<file path="src/rtl/if_pkg.sv">
// Shared fetch-stage constants and the {pc, instr} payload type.
package if_pkg;

    localparam int unsigned         IF_XLEN     = 32;
    localparam int unsigned         IF_PC_STEP  = 4;
    localparam logic [IF_XLEN-1:0]  IF_RESET_PC = 32'h0000_0000;

    // Canonical NOP (addi x0, x0, 0); decode substitutes it on bubbles.
    localparam logic [IF_XLEN-1:0]  IF_NOP      = 32'h0000_0013;

    typedef struct packed {
        logic [IF_XLEN-1:0] pc;
        logic [IF_XLEN-1:0] instr;
    } fetch_entry_t;

endpackage

</file>
<file path="src/rtl/fetch_fifo.sv">
// Small circular buffer holding fetched {pc, instr} entries; supports any depth >= 2.
module fetch_fifo #(
    parameter int unsigned  WIDTH = 64,
    parameter int unsigned  DEPTH = 4,
    localparam int unsigned CW    = $clog2(DEPTH + 1)
) (
    input  logic             clk,
    input  logic             rst_n,
    input  logic             flush_i,
    input  logic             push_i,
    input  logic [WIDTH-1:0] wdata_i,
    input  logic             pop_i,
    output logic [WIDTH-1:0] rdata_o,
    output logic             full_o,
    output logic             empty_o,
    output logic [CW-1:0]    count_o
);

    localparam int unsigned PW = $clog2(DEPTH);

    logic [WIDTH-1:0] mem_q [DEPTH];
    logic [PW-1:0]    rd_ptr_q, rd_ptr_d;
    logic [PW-1:0]    wr_ptr_q, wr_ptr_d;
    logic [CW-1:0]    count_q, count_d;
    logic             do_push, do_pop;

    // Pointer increment with explicit wrap so non-power-of-two depths work.
    function automatic logic [PW-1:0] ptr_inc(input logic [PW-1:0] p);
        return (p == PW'(DEPTH - 1)) ? '0 : p + PW'(1);
    endfunction

    // Next-state for pointers and occupancy; flush wins over push/pop.
    always_comb begin
        rd_ptr_d = rd_ptr_q;
        wr_ptr_d = wr_ptr_q;
        count_d  = count_q;
        do_push  = push_i & ~flush_i & ~full_o;
        do_pop   = pop_i  & ~flush_i & ~empty_o;
        if (flush_i) begin
            rd_ptr_d = '0;
            wr_ptr_d = '0;
            count_d  = '0;
        end else begin
            if (do_push) wr_ptr_d = ptr_inc(wr_ptr_q);
            if (do_pop)  rd_ptr_d = ptr_inc(rd_ptr_q);
            count_d = count_q + CW'(do_push) - CW'(do_pop);
        end
    end

    // Pointer and occupancy registers.
    always_ff @(posedge clk) begin
        if (!rst_n) begin
            rd_ptr_q <= '0;
            wr_ptr_q <= '0;
            count_q  <= '0;
        end else begin
            rd_ptr_q <= rd_ptr_d;
            wr_ptr_q <= wr_ptr_d;
            count_q  <= count_d;
        end
    end

    // Entry storage; contents need no reset since occupancy gates visibility.
    always_ff @(posedge clk) begin
        if (do_push) mem_q[wr_ptr_q] <= wdata_i;
    end

    // Status and head read.
    always_comb begin
        full_o  = (count_q == CW'(DEPTH));
        empty_o = (count_q == '0);
        count_o = count_q;
        rdata_o = mem_q[rd_ptr_q];
    end

endmodule

</file>
<file path="src/rtl/if_fetch_queue.sv">
// Instruction-fetch stage: PC register, credit-based issue to a latency-1 imem,
// in-flight/discard tracking and a fetch queue presented to decode.
module if_fetch_queue
    import if_pkg::*;
#(
    parameter int unsigned      XLEN     = IF_XLEN,
    parameter logic [XLEN-1:0]  RESET_PC = XLEN'(IF_RESET_PC),
    parameter int unsigned      PC_STEP  = IF_PC_STEP,
    parameter int unsigned      FQ_DEPTH = 4,
    localparam int unsigned     CW       = $clog2(FQ_DEPTH + 1)
) (
    input  logic            clk,
    input  logic            reset,
    input  logic            redirect_valid,
    input  logic [XLEN-1:0] redirect_pc,
    output logic            imem_req,
    output logic [XLEN-1:0] imem_addr,
    input  logic            imem_rvalid,
    input  logic [XLEN-1:0] imem_rdata,
    output logic            out_valid,
    input  logic            out_ready,
    output logic [XLEN-1:0] out_pc,
    output logic [XLEN-1:0] out_instr,
    output logic [CW-1:0]   fq_count
);

    typedef struct packed {
        logic [XLEN-1:0] pc;
        logic [XLEN-1:0] instr;
    } entry_t;

    logic [XLEN-1:0] fetch_pc_q, fetch_pc_d;
    logic [XLEN-1:0] req_pc_q, req_pc_d;
    logic            inflight_q, inflight_d;
    logic            discard_q, discard_d;
    logic            pop, push;
    logic            fifo_full, fifo_empty;
    logic [CW:0]     occupancy;
    entry_t          wr_entry, rd_entry;

    // Issue rule, response acceptance and next-state for PC / in-flight tracking.
    always_comb begin
        pop        = out_valid & out_ready;
        occupancy  = (CW+1)'(fq_count) + (CW+1)'(inflight_q) - (CW+1)'(pop);
        imem_req   = reset & ~redirect_valid & (occupancy < (CW+1)'(FQ_DEPTH));
        imem_addr  = fetch_pc_q;
        // A response only counts if we were expecting one and it was not cancelled.
        push       = imem_rvalid & inflight_q & ~discard_q & ~redirect_valid;
        wr_entry   = '{pc: req_pc_q, instr: imem_rdata};

        fetch_pc_d = fetch_pc_q;
        req_pc_d   = req_pc_q;
        inflight_d = imem_req;
        discard_d  = redirect_valid & inflight_q;
        if (redirect_valid) begin
            fetch_pc_d = {redirect_pc[XLEN-1:2], 2'b00};
        end else if (imem_req) begin
            fetch_pc_d = fetch_pc_q + XLEN'(PC_STEP);
            req_pc_d   = fetch_pc_q;
        end
    end

    // Fetch PC, request PC and in-flight/discard registers.
    always_ff @(posedge clk) begin
        if (!reset) begin
            fetch_pc_q <= RESET_PC;
            req_pc_q   <= RESET_PC;
            inflight_q <= 1'b0;
            discard_q  <= 1'b0;
        end else begin
            fetch_pc_q <= fetch_pc_d;
            req_pc_q   <= req_pc_d;
            inflight_q <= inflight_d;
            discard_q  <= discard_d;
        end
    end

    fetch_fifo #(
        .WIDTH (2 * XLEN),
        .DEPTH (FQ_DEPTH)
    ) u_fifo (
        .clk     (clk),
        .rst_n   (reset),
        .flush_i (redirect_valid),
        .push_i  (push),
        .wdata_i (wr_entry),
        .pop_i   (pop),
        .rdata_o (rd_entry),
        .full_o  (fifo_full),
        .empty_o (fifo_empty),
        .count_o (fq_count)
    );

    // Head of queue towards decode.
    always_comb begin
        out_valid = ~fifo_empty;
        out_pc    = rd_entry.pc;
        out_instr = rd_entry.instr;
    end

    // The issue credit check must make an overflowing push impossible.
    assert property (@(posedge clk) disable iff (!reset) !(push && fifo_full))
        else $error("if_fetch_queue: response pushed into a full fetch queue");

endmodule
</file>
<file path="config.mk">
export PLATFORM = sky130hd
export DESIGN_NAME = if_fetch_queue
export DESIGN_NICKNAME = d
export VERILOG_FILES = /design/src/rtl/if_pkg.sv /design/src/rtl/fetch_fifo.sv /design/src/rtl/if_fetch_queue.sv
export SDC_FILE = /design/constraint.sdc
export NUM_CORES = 1
export LEC_CHECK = 0
export CORE_UTILIZATION = 50
export DETAILED_ROUTE_END_ITERATION = 16
export MAX_ROUTING_LAYER = met4
export PLACE_DENSITY = 0.76
export REMOVE_ABC_BUFFERS = 1
export SLEW_MARGIN = 20
export SYNTH_ARGS = -nofsm -noshare
export SYNTH_HDL_FRONTEND = slang
export SYNTH_HIERARCHICAL = 1
export SYNTH_SLANG_ARGS = --single-unit
</file>
<file path="constraint.sdc">
create_clock -name clk -period 2.5 [get_ports clk]
set_clock_uncertainty 0.1 [all_clocks]
set_input_delay 0.25 -clock clk [delete_from_list [all_inputs] [get_ports clk]]
set_output_delay 0.25 -clock clk [all_outputs]
set_load 0.005 [all_outputs]
</file>
### Word-level counts from Yosys, hierarchy flattened

Memory sizes are Yosys's and may differ from the RTL's. A register that Yosys moved wholly into a read port is not among the register bits.
Index checks and enable logic that the tools add are counted.

* register bits after elaboration: 73
* RAM bits: 256
* input port bits: 69
* output and inout bits: 101
* word-level logic and storage cells: 48
* memories: 1

Memories
* u_fifo.mem_q: words 4, bits a word 64, read ports 1, clocked after Yosys merged registers in 1, write ports 1, RTL line fetch_fifo.sv:21 `logic [WIDTH-1:0] mem_q [DEPTH];`

* add/subtract/negate cells: 7
* magnitude comparators: 1
* equal/unequal tests: 3
* mux-type cells: 8
* bitwise gates (word level): 16
* reductions and logical operators: 4

Operators with widths (number)
* 32-bit two-way mux: 2
* 32-bit by 3-bit adder with 32-bit output, second input constant: 1
* 1-bit bitwise AND: 11
* 2-bit two-way mux: 4
* 1-bit inverter: 5
* 2-bit by 1-bit adder with 2-bit output, second input constant: 2
* 3-bit by 1-bit adder with 4-bit output: 1
* 2-bit equality test, second input constant: 2
* 4-bit by 3-bit less-than comparator with 1-bit output, second input constant: 1
* 4-bit by 1-bit subtractor with 4-bit output: 1
* 3-bit by 1-bit adder with 3-bit output: 1
* 3-bit equality test, second input constant: 1
* 3-bit zero test: 1
* 3-bit by 1-bit subtractor with 3-bit output: 1
* 1-bit two-way mux: 2
* 2-bit AND reduction: 1
* 2-bit nonzero test: 1
* 2-bit OR reduction: 1

### Logic depth before layout (Yosys ltp)

Gate-level depths: netlist (run 1).

* depth after elaboration: 8
* depth in mapped cells: 13
* gate-level depth less buffers: 12

### Modules after synthesis

The synthesis (run 1) kept the hierarchy.

Modules (own cells, without submodules)
* fetch_fifo: times used 1, cells each 389, area each 9768.1 sq um, seq. area each 7867.5 sq um
* if_fetch_queue: times used 1, cells each 332, area each 3106.7 sq um, seq. area each 1241.2 sq um

### Least setup slack after synthesis (run 1)

No wires, ideal clock.

* path kind: flip-flop to flip-flop
* start: register u_fifo.count_q[1] (netlist: u_fifo/count_o[1])
* end: register fetch_pc_q[31] (netlist: imem_addr[31])
* setup time: 62 ps
* arrival time: 2616 ps
* required time: 2338 ps
* setup slack: -278 ps
* stages on the path, launching flop included: 11
* buffers on the path: 0
* clock period less this slack: 2778 ps
* cell sequence: dfxtp_1 > nor3_1 > nor2b_1 > ha_1 > inv_1 > ha_1 > and3b_1 > nor4_4 > o2111ai_2 > or4_1 > nand3_1

* longest elaborated chain between the ends: 7
* elaborated cells between the ends (all ways): 8
* those cells by class: add/sub (2); order compare (1); bitwise (3); reduce/logical (2)

Ends and longest elaborated chain
* start, declared: RTL line fetch_fifo.sv:24 `logic [CW-1:0] count_q, count_d;`
* start signal, assigned: RTL line fetch_fifo.sv:59 `count_q <= count_d;`
* 3-bit zero test: RTL line fetch_fifo.sv:71 `empty_o = (count_q == '0);`
* named net fifo_empty: RTL line if_fetch_queue.sv:37 `logic fifo_full, fifo_empty;`
* 1-bit inverter: RTL line if_fetch_queue.sv:96 `out_valid = ~fifo_empty;`
* 1-bit bitwise AND: RTL line if_fetch_queue.sv:43 `pop = out_valid & out_ready;`
* named net pop: RTL line if_fetch_queue.sv:36 `logic pop, push;`
* 4-bit by 1-bit subtractor with 4-bit output: RTL line if_fetch_queue.sv:44 `occupancy = (CW+1)'(fq_count) + (CW+1)'(inflight_q) - (CW+1)'(pop);`
* 4-bit by 3-bit less-than comparator with 1-bit output: RTL line if_fetch_queue.sv:45 `imem_req = reset & ~redirect_valid & (occupancy < (CW+1)'(FQ_DEPTH));`
* 1-bit bitwise AND: RTL line if_fetch_queue.sv:45
* 2-bit nonzero test (no line)
* end signal, assigned: RTL line if_fetch_queue.sv:71 `fetch_pc_q <= fetch_pc_d;`
* end, declared: RTL line if_fetch_queue.sv:32 `logic [XLEN-1:0] fetch_pc_q, fetch_pc_d;`

The timed path passes the listed nets, and every way through them passes these cells.
A chain may end at the register's enable or synchronous reset.

### Final worst setup path (run 1)

* start: register u_fifo.count_q[2] (netlist: u_fifo/count_o[2])
* end: output port imem_req

* longest elaborated chain between the ends: 6
* elaborated cells between the ends (all ways): 7
* those cells by class: add/sub (2); order compare (1); bitwise (3); reduce/logical (1)

Ends and longest elaborated chain
* 3-bit zero test: RTL line fetch_fifo.sv:71
* named net fifo_empty: RTL line if_fetch_queue.sv:37
* 1-bit inverter: RTL line if_fetch_queue.sv:96
* 1-bit bitwise AND: RTL line if_fetch_queue.sv:43
* named net pop: RTL line if_fetch_queue.sv:36
* 4-bit by 1-bit subtractor with 4-bit output: RTL line if_fetch_queue.sv:44
* 4-bit by 3-bit less-than comparator with 1-bit output: RTL line if_fetch_queue.sv:45
* 1-bit bitwise AND: RTL line if_fetch_queue.sv:45
* end, declared: RTL line if_fetch_queue.sv:16 `output logic imem_req,`

The timed path passes the listed nets, and every way through them passes these cells.

==> qor.yml, run 1 <==
finalPower_mw: 11.4
preCtsSetupSlack_ns: -0.513
rsz0062_at_grt: "yes"
max-cap-violations: 0
die_h_um: 162
dp_hpwl_um: 18300
max-slew-margin-rel: 0.635
core-area_um2: 25200
tightest_slew_ns: 0.548
grt_usage: 0.227
fp.dieArea_um2: 26400
cts_max_level: 2
critPathKind: "flop to output port"
io_buffers: 165
clock_latency_ns: 0.52
area_delta_synth_final_pct: 33.8
syn_area_per_cell_um2: 17.9
drc: 0
gp_congestion: 0.850
setup_viol: 39
p_sw_frac: 0.198
syn_inst: 720
worst_slack_ns: -0.162
period_minus_slack_ns: 2.66
grt_pass1_wl_um: 43000
yosys_warnings: 6
tns_ns: -2.29
violations: "negative setup slack"
sequentialPowerShare: 0.522
critical_path_arrival_ns: 2.31
status: "finished with violations"
power-per-cell-area_nw_per_um2: 665
total_leakage_power_nw: 5.83
io_pins: 170
final_nets: 1065
row_count: 58
startpoint: "u_fifo/count_o[2]"
firstDrtPassIters: 5
switching_power_mw: 2.27
fmax_ghz: 0.376
post-route-util: 0.684
syn-cell-area_um2: 12900
vias: 7522
whs_ns: 0.250
antenna_left: 0
grt_overflow_total: 0
report.final.hold_viol_count: 0
fin_crit_sh: 1.06
endpoint_kind: "output port"
die_w_um: 162
avgViaCountPerCell: 5.62
cts_sinks: 327
antenna_cells: 0
ctsLongestPathBuffers: 3
ir_drop_mv: 0.427
cts_root_buffer: "clkbuf_16"
comb_power_share: 0.048
drv_slew: 0
clkTransAtPathRegs_ns: 0.06
cp-start-kind: "flop"
r2r-start: "u_fifo/count_o[2]"
critPathSlowestCell: "dfxtp_2"
drive_above_1_share: 0.256
slowest_delay_ns: 0.33
start_util: 0.511
cts-buffers-inserted: 34
cts_tree: "built"
drt-total-wl_um: 29500
crit_chain: "nor3_4 > nor2b_2 > ha_2 > inv_2 > ha_4 > and3b_2 > nor4_4 > o21ai_4 > inv_2 > buf_6"
antenna_found_initial: 0
cp_max_fo: 2
hold_path_class: "input pin to flop"
drt_iter0_markers: 634
cp_common_cell: "inv_2"
critPathRequiredTime_ns: 2.15
grt_max_degree: 61
avgRoutedWirePerCell_um: 22.0
p_int_mw: 9.18
grt_pass1_vias: 7563
clkPwrFrac: 0.429
hold_path.startpoint: "redirect_pc[24]"
[routing by layer]
layer / GRT usage / routed length [um]
met1: 0.284 / 11800
met2: 0.380 / 15100
met3: 0.0364 / 2020
met4: 0.0690 / 653
met5: - / 0
[repair_timing]
action                     in CTS  in global routing
cloned                          5                  3
setup endpoints to repair     104                 78
resized for setup              91                 51
pin swaps                      18                 17
hold endpoints to repair        2                  0
hold buffers                    1                  0
setup buffers                   6                 10
[layout make-up]
cell class,instances,area [um^2]
clock inverter,8,119
tap,330,413
sequential,327,9120
inverter,19,71.3
multi-input combinational,346,3720
fill,1621,7960
clock buffer,53,963
timing repair buffer,256,2820
[metrics by stage]
stage / std cells / instance area (um^2)
finish: 1339 / 17200
global route: 1339 / 17200
CTS: 1327 / 16900
detailed placement: 1254 / 15500
global placement: 1254 / 15500
floorplan: 692 / 12700
[cells in the final DEF, fill, tap and decap left out, drive strengths merged, types with 3 or more instances in the layout]
cell           instances
a211oi                 3
a21oi                 18
and2                   5
and3                   9
buf                   89
bufinv                 3
clkbuf                55
clkdlybuf4s50         99
clkinv                 3
conb                  10
dfxtp                 71
dlygate4sd2           49
dlymetal6s2s          15
edfxtp               256
ha                    11
inv                   20
mux2i                 34
mux4                  64
nand2                 14
nand3                 14
nand4                  6
nor2                  11
nor2b                 35
nor3                   5
nor4                   6
o2111ai               13
o211ai                 5
o21ai                 31
o31ai                  3
or4                    3
xnor2                  7
xor2                  18
[sequential cells by signal, summed over array words and instances, names as in the netlist, named ones only]
register / count
u_fifo/mem_q: 256
imem_addr: 30
req_pc_q: 30
u_fifo/count_o: 3
u_fifo/rd_ptr_q: 2
u_fifo/wr_ptr_q: 2
discard_q: 1
inflight_q: 1
[power groups by stage]
stage | clock, mW | combinational, mW | sequential (mW)
floorplan | 0 | 0.155 | 6.08
finish | 4.91 | 0.555 | 5.98
CTS | 4.98 | 0.519 | 5.97
detailed placement | 0 | 0.500 | 6.09
global placement | 0 | 0.492 | 6.08
global route | 5.21 | 0.587 | 5.98
[worst paths after layout]
kind / depth (start not counted) / end / slack (ns)
setup / recovery: 10 / imem_req / -0.16
setup reg to reg: 13 / imem_addr[15] / -0.13
hold reg to reg: 2 / flop / 0.39
hold / removal: 3 / imem_addr[24] / 0.25
[critical path: cells and delay by family, from the launching register on]
kind	cells	cell delay, ns
simple gates	4	0.75
fa+ha+maj	2	0.38
flops	1	0.33
buf+inv	3	0.26
compound gates	1	0.09
No activity file was read; power rests on OpenSTA's default activity.
==> inputs of run 2 (changes only) <==
--- a/config.mk
+++ b/config.mk
@@ -5,6 +5,7 @@
 export SDC_FILE = /design/constraint.sdc
 export NUM_CORES = 1
 export LEC_CHECK = 0
+export CORE_MARGIN = 10
 export CORE_UTILIZATION = 50
 export DETAILED_ROUTE_END_ITERATION = 16
 export MAX_ROUTING_LAYER = met4
==> qor.yml, run 2 (same netlist as run 1, synthesis figures left out) <==
antenna_left: 0  # unchanged
startpoint: "u_fifo/count_o[0]"  # was u_fifo/count_o[2]
critPathKind: "flop to output port"  # unchanged
critPathSlowestCell: "dfxtp_2"  # unchanged
p_int_mw: 9.00  # was 9.18 mW
drc: 0  # unchanged
p_sw_frac: 0.202  # was 0.198
rr_endpoint: "imem_addr[31]"  # was imem_addr[15]
rsz0062_at_grt: "yes"  # unchanged
setup_viol: 47  # was 39
rrSetupSlack_ns: -0.22  # was -0.13 ns
row_count: 58  # unchanged
ir_drop_mv: 0.475  # was 0.427 mV
vias: 7486  # was 7522
power-per-cell-area_nw_per_um2: 655  # was 665 nW/um^2
hold_path.startpoint: "redirect_pc[28]"  # was redirect_pc[24]
violations: "negative setup slack"  # unchanged
drv_slew: 0  # unchanged
dp_hpwl_um: 19000  # was 18300 um
grt_overflow_total: 0  # unchanged
layout_commonest_cell: "edfxtp_1"  # unchanged
drt-total-wl_um: 30700  # was 29500 um
io_buffers: 165  # unchanged
gp_congestion: 0.843  # was 0.850
fin_crit_sh: 1.09  # was 1.06
report.final.hold_viol_count: 0  # unchanged
placed_area_um2: 15300  # was 15500 um^2
drt_iter0_markers: 679  # was 634
cts-buffers-inserted: 34  # unchanged
cts_sinks: 327  # unchanged
worst_slack_ns: -0.225  # was -0.162 ns
grt_pass1_vias: 7640  # was 7563
cp-start-kind: "flop"  # unchanged
reg2reg_depth: 12  # was 13
fin_area_um2: 17200  # about the same
grt_pass1_wl_um: 45700  # was 43000 um
start_util: 0.510  # was 0.511
tightest_slew_ns: 0.762  # was 0.548 ns
cts_max_level: 2  # unchanged
crit_end: "imem_req"  # unchanged
cp_max_fo: 2  # unchanged
max-cap-violations: 0  # unchanged
slowest_delay_ns: 0.34  # was 0.33 ns
clkTransAtPathRegs_ns: 0.07  # was 0.06 ns
sequentialPowerShare: 0.530  # was 0.522
cts_tree: "built"  # unchanged
path_buf_inv: 3  # unchanged
clkPwrFrac: 0.423  # was 0.429
fp.dieArea_um2: 32600  # was 26400 um^2
r2r-start: "u_fifo/count_o[0]"  # was u_fifo/count_o[2]
largest_register_ffs: 256  # unchanged
layoutNonFillerInstCount: 1338  # was 1339
whs_ns: 0.224  # was 0.250 ns
endpoint_kind: "output port"  # unchanged
cts_root_buffer: "clkbuf_16"  # unchanged
final_nets: 1063  # was 1065
grt_usage: 0.183  # was 0.227
layout_common_cells: "edfxtp_1, clkdlybuf4s50_1, dfxtp_1, mux4_2, dlygate4sd2_1"  # unchanged
fmax_ghz: 0.367  # was 0.376 GHz
switching_power_mw: 2.28  # was 2.27 mW
antenna_cells: 0  # unchanged
antenna_found_initial: 0  # unchanged
drive_above_1_share: 0.268  # was 0.256
avgViaCountPerCell: 5.59  # was 5.62
regMostFlops: "u_fifo/mem_q"  # unchanged
comb_power_share: 0.047  # was 0.048
period_minus_slack_ns: 2.72  # was 2.66 ns
firstDrtPassIters: 5  # unchanged
critPathRequiredTime_ns: 2.15  # about the same
die_h_um: 180  # was 162 um
clock_latency_ns: 0.52  # about the same
hold_path_class: "input pin to flop"  # unchanged
max-slew-margin-rel: 0.491  # was 0.635
critical_path_arrival_ns: 2.37  # was 2.31 ns
ctsLongestPathBuffers: 3  # unchanged
finalPower_mw: 11.3  # was 11.4 mW
total_leakage_power_nw: 5.70  # was 5.83 nW
dp.cells: 1243  # was 1254
crit_chain: "nor3_4 > nor2b_2 > ha_2 > inv_2 > ha_4 > and3b_2 > nor4_4 > o21ai_4 > inv_2 > buf_6"  # unchanged
core-area_um2: 25300  # was 25200 um^2
grt_max_degree: 43  # was 61
path_delay_family: "simple AND/OR/NAND/NOR gates"  # unchanged
io_pins: 170  # unchanged
status: "finished with violations"  # unchanged
avgRoutedWirePerCell_um: 23.0  # was 22.0 um
die_w_um: 180  # was 162 um
cp_common_cell: "inv_2"  # unchanged
area_delta_synth_final_pct: 33.7  # was 33.8%
cp.depth: 10  # unchanged
-- run 2: area by class of cell --
cell class              count  area (um^2)
clock buffers              47          920
fillers                  1654         8040
inverters                  19         71.3
well taps                 330          413
flip-flops and latches    327         9120
clock inverters            15          141
repair buffers            254         2720
multi-input cells         346         3830
-- run 2: power by group through the flow --
stage / registers [mW] / clock network [mW] / logic (mW)
global placement: 6.09 / 0 / 0.480
CTS: 5.98 / 4.85 / 0.496
global route: 5.99 / 5.08 / 0.562
floorplan: 6.08 / 0 / 0.155
detailed placement: 6.09 / 0 / 0.488
finish: 5.98 / 4.77 / 0.526
-- run 2: worst min-delay path by stage --
stage / endpoint / slack [ns] / cells after the start
6_report: imem_addr[28] / 0.22 / 3
5_1_grt: imem_addr[28] / 0.22 / 3
4_1_cts: imem_addr[28] / 0.21 / 3
3_5_place_dp: discard_q / 0.37 / 1
3_3_place_gp: flop / 0.36 / 2
2_1_floorplan: u_fifo/mem_q[0][0] / 0.25 / 0
-- run 2: routing by layer --
layer	GRT usage	part of all wire	up-vias
met5	-	0	-
met4	0.0338	0.014	0
met3	0.0392	0.063	34
met2	0.291	0.49	306
met1	0.241	0.43	3772
li1	-	-	3374
-- run 2: worst register-to-register path, delay by kind of cell, from the launching register on --
family,cells,cell delay (ns)
AO/OA/AOI/OAI,1,0.12
adder cells (fa/ha/maj),2,0.38
buffers and inverters,3,0.39
flip-flops,1,0.34
AND/OR/NAND/NOR,6,1.35
-- run 2: what timing repair did --
action,in CTS,in global routing
pin swaps,23,41
resized for setup,112,63
hold buffers,1,0
endpoints found under the setup margin,121,81
setup buffers,16,9
cloned,5,4
endpoints found under the hold margin,1,0
-- run 2: per-stage QoR --
step | setup TNS, ns | utilization | setup WS, ns
after floorplan | -112.41 | - | -1.24
after global placement | -15.53 | 0.607 | -0.457
after detailed placement | -19.71 | 0.607 | -0.534
after CTS | -1.74 | 0.665 | -0.221
after global routing | -9.69 | 0.682 | -0.320
final | -3.90 | 0.682 | -0.225
==> inputs of run 3 (changes only) <==
--- a/config.mk
+++ b/config.mk
@@ -5,11 +5,14 @@
 export SDC_FILE = /design/constraint.sdc
 export NUM_CORES = 1
 export LEC_CHECK = 0
+export CELL_PAD_IN_SITES_DETAIL_PLACEMENT = 0
+export CELL_PAD_IN_SITES_GLOBAL_PLACEMENT = 1
 export CORE_MARGIN = 10
-export CORE_UTILIZATION = 50
+export CORE_UTILIZATION = 42
 export DETAILED_ROUTE_END_ITERATION = 16
 export MAX_ROUTING_LAYER = met4
-export PLACE_DENSITY = 0.76
+export PLACE_DENSITY_LB_ADDON = 0.1
+export RECOVER_POWER = 50
 export REMOVE_ABC_BUFFERS = 1
 export SLEW_MARGIN = 20
 export SYNTH_ARGS = -nofsm -noshare
==> qor.yml, run 3 (same netlist as run 1, synthesis figures left out) <==
status: "finished with violations"  # unchanged
violations: "negative setup slack"  # unchanged
area_delta_synth_final_pct: 31.9  # was 33.7%
regMostFlops: "u_fifo/mem_q"  # unchanged
drt-total-wl_um: 30900  # was 30700 um
grt_usage: 0.164  # was 0.183
core-area_um2: 30400  # was 25300 um^2
cts-buffers-inserted: 36  # was 34
post-route-util: 0.558  # was 0.682
whs_ns: 0.160  # was 0.224 ns
avgRoutedWirePerCell_um: 22.1  # was 23.0 um
layout_commonest_cell: "edfxtp_1"  # unchanged
grt_pass1_wl_um: 47600  # was 45700 um
cp_common_cell: "inv_2"  # unchanged
report.final.hold_viol_count: 0  # unchanged
max-slew-margin-rel: 0.521  # was 0.491
drive_above_1_share: 0.241  # was 0.268
clkTransAtPathRegs_ns: 0.06  # was 0.07 ns
critPathKind: "flop to output port"  # unchanged
fin_crit_sh: 1.05  # was 1.09
io_buffers: 165  # unchanged
critPathRequiredTime_ns: 2.15  # about the same
max-cap-violations: 0  # unchanged
vias: 7349  # was 7486
rrSetupSlack_ns: -0.12  # was -0.22 ns
tns_ns: -0.529  # was -3.90 ns
cts_tree: "built"  # unchanged
grt_overflow_total: 0  # unchanged
layoutNonFillerInstCount: 1396  # was 1338
cts_root_buffer: "clkbuf_16"  # unchanged
cts_max_level: 2  # unchanged
grt_max_degree: 48  # was 43
final_nets: 1055  # was 1063
start_util: 0.423  # was 0.510
worst_slack_ns: -0.133  # was -0.225 ns
preCtsSetupSlack_ns: -0.566  # was -0.534 ns
drc: 0  # unchanged
clock_latency_ns: 0.50  # was 0.52 ns
fmax_ghz: 0.380  # was 0.367 GHz
dp_hpwl_um: 20600  # was 19000 um
setup_viol: 8  # was 47
crit_chain: "nor3_4 > nor2b_2 > ha_2 > inv_2 > ha_4 > and3b_2 > nor4_4 > o21ai_4 > inv_2 > buf_6"  # unchanged
antenna_left: 0  # unchanged
fp.dieArea_um2: 38000  # was 32600 um^2
cp_max_fo: 3  # was 2
hold_path_class: "input pin to flop"  # unchanged
antenna_found_initial: 1  # was 0
total_leakage_power_nw: 5.66  # was 5.70 nW
die_w_um: 195  # was 180 um
gp_congestion: 0.797  # was 0.843
die_h_um: 195  # was 180 um
avgViaCountPerCell: 5.26  # was 5.59
ctsLongestPathBuffers: 3  # unchanged
slowest_delay_ns: 0.33  # was 0.34 ns
ir_drop_mv: 0.396  # was 0.475 mV
row_count: 64  # was 58
firstDrtPassIters: 5  # unchanged
critPathSlowestCell: "dfxtp_2"  # unchanged
tightest_slew_ns: 0.718  # was 0.762 ns
drt_iter0_markers: 403  # was 679
dp.cells: 1310  # was 1243
drv_slew: 0  # unchanged
cts_sinks: 327  # unchanged
endpoint_kind: "output port"  # unchanged
critical_path_arrival_ns: 2.28  # was 2.37 ns
power-per-cell-area_nw_per_um2: 685  # was 655 nW/um^2
rsz0062_at_grt: "yes"  # unchanged
grt_pass1_vias: 7901  # was 7640
largest_register_ffs: 256  # unchanged
layout_common_cells: "edfxtp_1, dfxtp_1, dlygate4sd2_1, mux4_2, clkdlybuf4s50_1"  # was edfxtp_1, clkdlybuf4s50_1, dfxtp_1, mux4_2, dlygate4sd2_1
io_pins: 170  # unchanged
cp-start-kind: "flop"  # unchanged
period_minus_slack_ns: 2.63  # was 2.72 ns
[run 3: cell types whose count changed in the layout (fill, tap and decap cells not counted), sizes merged]
cell and change:
dlygate4sd2 +17, dlygate4sd3 +37, buf -15, diode +1, clkbuf +9, clkinv -5
dlymetal6s2s -2, bufbuf -2, clkdlybuf4s15 -6, bufinv +2, clkdlybuf4s50 -43, clkinvlp -1
[run 3: final timing paths]
kind	endpoint	startpoint	cells past startpoint
max	imem_req	u_fifo/count_o[2]	10
max reg2reg	imem_addr[31]	u_fifo/count_o[2]	12
min reg2reg	u_fifo/mem_q[1][61]	req_pc_q[29]	0
min	imem_addr[29]	reset	4
[run 3: power by group]
group / internal, mW / switching, mW
registers: 5.90 / 0.0795
logic: 0.265 / 0.223
clock network: 3.17 / 1.98
[run 3: layout make-up]
cell class,count,area (um^2)
inverter,19,71.3
timing repair buffer,244,2440
tap,396,495
clock inverter,11,164
fill,2434,13500
clock buffer,52,992
antenna,1,2.50
multi-input combinational,346,3680
sequential,327,9120
[run 3: critical path: cells and delay by family (launching register included)]
kind                       cells  cell delay [ns]
buffers and inverters          3             0.26
DFF                            1             0.33
and+or+nand+nor                4             0.73
adders and majority gates      2             0.36
AOI/OAI and AO/OA              1             0.10
[run 3: routing by layer]
metal	GRT usage	vias up	share of wire
met2	0.262	218	0.49
met5	-	-	0
met1	0.217	3747	0.45
met3	0.0307	34	0.048
met4	0.0337	0	0.013
li1	-	3350	-
[run 3: stage by stage]
step,area [um^2],power [mW]
floorplan,12700,6.23
global placement,15500,6.58
detailed placement,15500,6.60
CTS,16900,11.8
global route,17000,12.0
finish,17000,11.6
[run 3: timing repair]
item / 4_1_cts / 5_1_grt
cloned: 3 / 1
hold buffers: 0 / 0
setup endpoints to repair: 117 / 51
buffers inserted: 15 / 7
resized for setup: 95 / 28
pin swaps: 12 / 25
